===== src/rtl/fa_bist_ctrl.sv =====
// Exhaustive BIST controller for a single-bit full adder: walks all eight input
// vectors, compares the adder outputs against the reference and reports the result.
module fa_bist_ctrl #(
  parameter int unsigned SETTLE = 2
) (
  input  logic       clk,
  input  logic       rst_n,
  input  logic       start,
  input  logic       dut_sum,
  input  logic       dut_carry,
  output logic       a,
  output logic       b,
  output logic       c,
  output logic       busy,
  output logic       done,
  output logic       pass,
  output logic [3:0] err_cnt,
  output logic       fail_valid,
  output logic [2:0] first_fail_vec
);

  typedef enum logic [1:0] {StIdle, StRun, StDone} state_e;

  localparam logic [3:0] SettleLast = 4'(SETTLE);

  state_e     state_q, state_d;
  logic [2:0] vec_q, vec_d;
  logic [3:0] cnt_q, cnt_d;
  logic [3:0] err_q, err_d;
  logic       fv_q, fv_d;
  logic [2:0] ffv_q, ffv_d;
  logic       pass_q, pass_d;

  logic exp_sum, exp_carry, sample, mismatch;

  always_comb begin
    exp_sum   = ^vec_q;
    exp_carry = (vec_q[2] & vec_q[1]) | (vec_q[2] & vec_q[0]) | (vec_q[1] & vec_q[0]);
    // The sampling edge for a vector is also the edge that advances to the next one.
    sample    = (state_q == StRun) && (cnt_q == SettleLast);
    mismatch  = sample && ((dut_sum != exp_sum) || (dut_carry != exp_carry));

    state_d = state_q;
    vec_d   = vec_q;
    cnt_d   = cnt_q;
    err_d   = err_q;
    fv_d    = fv_q;
    ffv_d   = ffv_q;
    pass_d  = pass_q;

    case (state_q)
      StIdle, StDone: begin
        if (start) begin
          state_d = StRun;
          vec_d   = 3'd0;
          cnt_d   = 4'd0;
          err_d   = 4'd0;
          fv_d    = 1'b0;
          ffv_d   = 3'd0;
          pass_d  = 1'b0;
        end
      end
      StRun: begin
        if (sample) begin
          cnt_d = 4'd0;
          if (mismatch) begin
            err_d = (err_q == 4'd8) ? err_q : err_q + 4'd1;
            if (!fv_q) begin
              fv_d  = 1'b1;
              ffv_d = vec_q;
            end
          end
          if (vec_q == 3'd7) begin
            state_d = StDone;
            pass_d  = (err_d == 4'd0);
          end else begin
            vec_d = vec_q + 3'd1;
          end
        end else begin
          cnt_d = cnt_q + 4'd1;
        end
      end
      default: state_d = StIdle;
    endcase
  end

  always_ff @(posedge clk or negedge rst_n) begin
    if (!rst_n) begin
      state_q <= StIdle;
      vec_q   <= 3'd0;
      cnt_q   <= 4'd0;
      err_q   <= 4'd0;
      fv_q    <= 1'b0;
      ffv_q   <= 3'd0;
      pass_q  <= 1'b0;
    end else begin
      state_q <= state_d;
      vec_q   <= vec_d;
      cnt_q   <= cnt_d;
      err_q   <= err_d;
      fv_q    <= fv_d;
      ffv_q   <= ffv_d;
      pass_q  <= pass_d;
    end
  end

  assign {a, b, c}      = vec_q;
  assign busy           = (state_q == StRun);
  assign done           = (state_q == StDone);
  assign pass           = pass_q;
  assign err_cnt        = err_q;
  assign fail_valid     = fv_q;
  assign first_fail_vec = ffv_q;

endmodule


===== config.mk =====
export PLATFORM = sky130hd
export DESIGN_NAME = fa_bist_ctrl
export DESIGN_NICKNAME = d
export VERILOG_FILES = /design/src/rtl/fa_bist_ctrl.sv
export SDC_FILE = /design/constraint.sdc
export NUM_CORES = 1
export LEC_CHECK = 0
export ABC_AREA = 1
export CORE_ASPECT_RATIO = 1.1
export CORE_MARGIN = 2
export CORE_UTILIZATION = 49
export CTS_BUF_LIST = sky130_fd_sc_hd__clkbuf_2
export DETAILED_ROUTE_END_ITERATION = 8
export PLACE_DENSITY_LB_ADDON = 0.25
export SLEW_MARGIN = 20
export SYNTH_ARGS = -nofsm -noshare
export SYNTH_HDL_FRONTEND = slang
export SYNTH_SLANG_ARGS = --single-unit

===== constraint.sdc =====
create_clock -name clk -period 1.65 [get_ports clk]
set_input_delay 0.165 -clock clk [delete_from_list [all_inputs] [get_ports clk]]
set_output_delay 0.165 -clock clk [all_outputs]
set_load 0.05 [all_outputs]

==> results of run 1 <==
## layout make-up
type                    instances  area (µm²)  area share [%]
well taps                      28        35.0            2.50
clock inverters                 1        3.75           0.268
inverters                      17        68.8            4.91
clock buffers                   3        15.0            1.07
repair buffers                 28         233            16.6
multi-input cells              99         592            42.2
flip-flops and latches         18         454            32.4
## metal layers
layer | share of wire, % | track usage, % | vias up
met1 | 42 | 24.0 | 462
met3 | 2.8 | 2.78 | 4
met2 | 54 | 39.2 | 17
li1 | - | - | 497
met5 | 0 | 0 | -
met4 | 1.4 | 10.0 | 0
## worst paths after layout
path | to | cells after the start | slack (ns)
worst max-delay path | pass | 12 | -0.13
worst min-delay path | err_cnt[2] | 1 | 0.13
worst max register to register | pass | 12 | -0.13
worst min register to register | first_fail_vec[0] | 2 | 0.49
max in group asynchronous | cnt_q[2] | 2 | 1.03
min in group clk | fail_valid | 2 | 0.46
## stage by stage
step           power, mW  instance area (µm²)  setup TNS (ns)  worst slack [ns]  std cells
3_5_place_dp        1.91                 1350          -0.321           -0.0955        187
5_1_grt             2.34                 1400           -1.68            -0.257        194
4_1_cts             2.12                 1380          -0.487            -0.111        192
6_report            2.16                 1400          -0.604            -0.125        194
2_1_floorplan       1.54                 1100           -1.51            -0.216        134
3_3_place_gp        1.87                 1350         -0.0985           -0.0336        187
## state kept, by name, summed over array words and instances (netlist names)
signal / count
cnt_q: 4
err_cnt: 4
fail_valid: 1
first_fail_vec: 3
pass: 1
state_q: 2
vec_q: 3
## cell families after synthesis
group,count (synthesis)
compound gates,18
xor+xnor,2
fa+ha+maj,7
buf+inv,17
flops,18
simple gates,72
## synth_stat cells (all sizes together)
library cell  count
a22oi             1
inv              16
nor3              1
o21ai            13
nand3            12
ha                6
or2               1
fa                1
o21bai            1
xor2              2
a21oi             3
and3              1
clkinv            1
nand2            47
nand4             3
nor2              7
dfrtp            18
## timing repair
item,in CTS,in global routing
pin swaps,0,3
gates cloned,0,0
endpoints found under the setup margin,8,9
buffers inserted,1,2
gates resized for setup,1,4
## critical path, stage by stage (launching register included)
cell and delay, ns:
dfrtp_2 0.40, inv_2 0.05, fa_1 0.55, inv_1 0.04, nand2_1 0.05, nand2_1 0.05
nand2_2 0.11, nand2_4 0.10, nand2_1 0.11, nand3_1 0.07, nor2_1 0.09, nand2_1 0.06
nand2_1 0.05
## power by group through the flow
stage,Clock (mW),Combinational [mW],Sequential [mW]
after floorplan,0,0.508,1.03
after global placement,0,1.14,0.734
after detailed placement,0,1.17,0.746
after CTS,0.199,1.19,0.735
after global routing,0.221,1.36,0.756
final,0.190,1.23,0.736
==> impl_metrics.json, run 1 <==
{
  "final_common_cell": "nand2_1",
  "syn-cell-area_um2": 1100,
  "violations": "negative setup slack",
  "drv_slew": 0,
  "crit_arrival_ns": 2.04,
  "cts.clk_slew.worst_paths_ns": 0.17,
  "finalHoldViolCount": 0,
  "antenna_found_initial": 0,
  "skew_ns": 0.00131,
  "synth_cells": 134,
  "synthMuxAreaShare_pct": 0,
  "cts_tree": "built",
  "grt_pass1_wl_um": 4140,
  "routedWlPerCell_um": 11.7,
  "rsz0062_at_grt": "true",
  "root_buffer": "clkbuf_2",
  "gp_congestion": 0.934,
  "fin_crit_sh_pct": 108,
  "synthAdderAreaFrac_pct": 8.67,
  "fmax_mhz": 563,
  "holdWs_ns": 0.131,
  "startpoint": "vec_q[2]",
  "boundaryPins": 19,
  "start_util_pct": 53.2,
  "r2r_start": "vec_q[2]",
  "clk_latency_ns": 0.30,
  "final_util_pct": 67.9,
  "grt_pass1_vias": 972,
  "tightest_slew_ns": 0.416,
  "p_sw_share_pct": 48.9,
  "cts_buffer_depth": 2,
  "status": "finished with violations",
  "critPathLaunchType": "register",
  "n_fill_cell": 183,
  "cts_hold_buf": 0,
  "ys_seq_area_share_pct": 41.0,
  "synth-simple-area-share_pct": 32.2,
  "core_area_um2": 2060,
  "die_area_um2": 2630,
  "rows": 17,
  "drive_above_1_share_pct": 30.1,
  "clkSinkCount": 18,
  "syn_nets": 146,
  "final_cell_mix": "40 x nand2_1, 23 x buf_4, 15 x dfrtp_1",
  "max-cap-violations": 0,
  "p_sw_mw": 1.05,
  "grt-ovfl-total": 0,
  "numCtsBuffers": 3,
  "power.internal_mw": 1.10,
  "path_class": "register to register",
  "grt_max_degree": 11,
  "finalNetCount": 179,
  "synth_top_family_by_area": "simple AND/OR/NAND/NOR gates",
  "area_growth_pct": 27.7,
  "synthXorXnorAreaFrac_pct": 1.60,
  "hp-class": "primary input to asynchronous set/reset pin",
  "seqPwrFrac_pct": 34.2,
  "pwr-share-clk_pct": 8.8,
  "die_w_um": 49.1,
  "setup_viol": 8,
  "yosysTopAreaCell": "dfrtp_1",
  "synthTopCellsByArea": "dfrtp_1 41%, nand2_1 15%, ha_1 6.8%",
  "dieHeight_um": 53.6,
  "comb_power_share_pct": 57.1,
  "diodes": 0,
  "vias_per_cell": 5.05,
  "p_leak_nw": 0.715,
  "htreeDepth": 1,
  "route.detailed.drc": 0,
  "synth_area_per_cell_um2": 8.19,
  "worstPathMaxFanout": 6,
  "setup_ws_ns": -0.125,
  "grt.total_usage_pct": 20.9,
  "synth-compound-area-share_pct": 10.3,
  "timing.slew.headroom_pct": 72.2,
  "yosys_warnings": 0,
  "end_kind": "register",
  "ir_worst_vdd_mv": 1.22,
  "synth.top_cell.area_share_pct": 41.0,
  "firstDrtPassIters": 4,
  "ant_nets": 0,
  "finalWorstPathRequiredPeriod_ns": 1.78,
  "io_buffers": 18,
  "drtIter0Drc": 18,
  "yosysUniqueCellTypes": 25,
  "post-dp-hpwl_um": 1760,
  "vias": 980,
  "required_ns": 1.91,
  "ys_ff_latch": 18,
  "finalWirelength_um": 2270,
  "power.density_nw_per_um2": 1540
}
Note: power is estimated with default switching activity, not from simulation.
==> run 2: changes to the inputs <==
PLACE_DENSITY = 0.89   (was unset)
PLACE_DENSITY_LB_ADDON = unset   (was 0.25)
==> run 2 against run 1 <==
Against the previous run: the flow still finishes with violations (negative setup slack); clock skew up 0.0035 ns; fmax is 4.3% lower; utilization is 0.49 points higher; flip-flop and latch count stayed put; first-iteration DRC count increased by 28%; combinational power grew 5%; die area did not move; via count grew 8.5%; cell count is 0.52% lower; hold slack worse by 0.012 ns; non-clock buffer count fell by 1; sequential power rose by 1%; largest cell class unchanged.
==> impl_metrics.json, run 2 (synthesis results as in run 1) <==
{
  "pwr-share-clk_pct": 8.9,
  "cts_buffer_depth": 2,
  "core_area_um2": 2060,
  "gp_congestion": 0.974,
  "setup_viol": 9,
  "dieHeight_um": 53.6,
  "io_buffers": 18,
  "final_cell_mix": "38 x nand2_1, 22 x buf_4, 15 x dfrtp_1",
  "vias": 1063,
  "finalNetCount": 178,
  "diodes": 0,
  "boundaryPins": 19,
  "end_kind": "register",
  "critPathLaunchType": "register",
  "fmax_mhz": 539,
  "firstDrtPassIters": 4,
  "comb_power_share_pct": 57.7,
  "p_sw_mw": 1.12,
  "grt_pass1_wl_um": 4410,
  "power.internal_mw": 1.11,
  "final_util_pct": 68.4,
  "numCtsBuffers": 3,
  "rsz0062_at_grt": "true",
  "dp_cells": 186,
  "setup_ws_ns": -0.206,
  "final_common_cell": "nand2_1",
  "drtIter0Drc": 23,
  "clk_latency_ns": 0.31,
  "routedWlPerCell_um": 14.0,
  "max-cap-violations": 0,
  "finalWirelength_um": 2700,
  "crit_arrival_ns": 2.08,
  "hp-class": "primary input to asynchronous set/reset pin",
  "drive_above_1_share_pct": 31.5,
  "htreeDepth": 1,
  "status": "finished with violations",
  "root_buffer": "clkbuf_2",
  "route.detailed.drc": 0,
  "violations": "negative setup slack",
  "area_growth_pct": 28.6,
  "p_sw_share_pct": 50.1,
  "path_class": "register to register",
  "p_leak_nw": 0.710,
  "ir_worst_vdd_mv": 1.59,
  "die_area_um2": 2630,
  "finalHoldViolCount": 0,
  "grt-ovfl-total": 0,
  "finalWorstPathRequiredPeriod_ns": 1.86,
  "final_cells": 193,
  "grt_max_degree": 11,
  "grt_pass1_vias": 1018,
  "skew_ns": 0.00485,
  "fin_crit_sh_pct": 112,
  "ant_nets": 0,
  "cts.clk_slew.worst_paths_ns": 0.18,
  "rows": 17,
  "required_ns": 1.87,
  "cts_hold_buf": 0,
  "die_w_um": 49.1,
  "tightest_slew_ns": 0.414,
  "drv_slew": 0,
  "post-dp-hpwl_um": 2020,
  "start_util_pct": 53.2,
  "grt.total_usage_pct": 22.2,
  "seqPwrFrac_pct": 33.4,
  "timing.slew.headroom_pct": 72.3,
  "vias_per_cell": 5.51,
  "antenna_found_initial": 0,
  "clkSinkCount": 18,
  "worstPathMaxFanout": 6,
  "cts_tree": "built",
  "power.density_nw_per_um2": 1580
}
==> run 2: cell count changes in the layout (fill, tap and decap cells not counted) <==
cell	change
inv_1	+1
nand2_1	-2
nand3_1	-1
nor2_1	-1
nand2_4	+1
inv_2	-1
nor2_2	+1
buf_4	-1
nand2_2	+1
nand3_2	+1
==> run 2: worst paths after layout <==
check,cells after the start,slack (ns),startpoint,to
min in group clk,2,0.44,start,fail_valid
max,11,-0.21,vec_q[1],first_fail_vec[1]
min reg2reg,2,0.51,pass,pass
max reg2reg,11,-0.21,vec_q[1],first_fail_vec[1]
min,1,0.12,rst_n,cnt_q[2]
max in group asynchronous,2,1.04,rst_n,err_cnt[1]
==> run 2: metal layers <==
layer	global-route usage, %	vias up	routed length (µm)
li1	-	495	-
met1	22.6	513	1040
met2	45.5	44	1470
met3	2.78	11	114
met4	10.0	0	75
met5	0	-	0
==> run 2: critical path, stage by stage, from the launching register on <==
cell and delay, ns:
dfrtp_2 0.40, inv_2 0.05, fa_1 0.55, inv_1 0.05, nand2_1 0.06, nand2_1 0.06, nand2_2 0.11, nand2_4 0.12
nor2_4 0.15, o21ai_2 0.08, nand2_1 0.08, nand2_1 0.05
==> run 2: stage by stage <==
step / area (µm²) / setup TNS (ns) / setup WS [ns] / total power [mW] / hold WS (ns)
floorplan: 1100 / -1.51 / -0.216 / 1.54 / -0.131
global placement: 1340 / -0.107 / -0.0593 / 1.87 / 0.458
detailed placement: 1340 / -0.824 / -0.151 / 1.94 / 0.471
CTS: 1370 / -1.00 / -0.164 / 2.16 / 0.134
global route: 1410 / -2.41 / -0.333 / 2.39 / 0.127
finish: 1410 / -1.34 / -0.206 / 2.23 / 0.119
==> run 2: area by class of cell <==
type	instances	area [µm²]
clock buffer	3	15.0
multi-input combinational	99	609
clock inverter	1	3.75
sequential	18	454
fill	167	652
tap	28	35.0
timing repair buffer	27	225
inverter	17	68.8
==> run 2: repair_timing <==
item	CTS	global route
setup endpoints to repair	8	9
buffers inserted	1	2
resized for setup	0	9
pin swaps	0	9
==> run 2: power by group through the flow <==
stage          sequential (mW)  combinational [mW]  clock, mW
6_report                 0.745                1.29      0.199
2_1_floorplan             1.03               0.508          0
3_5_place_dp             0.747                1.20          0
4_1_cts                  0.738                1.22      0.198
3_3_place_gp             0.732                1.13          0
5_1_grt                  0.763                1.41      0.216
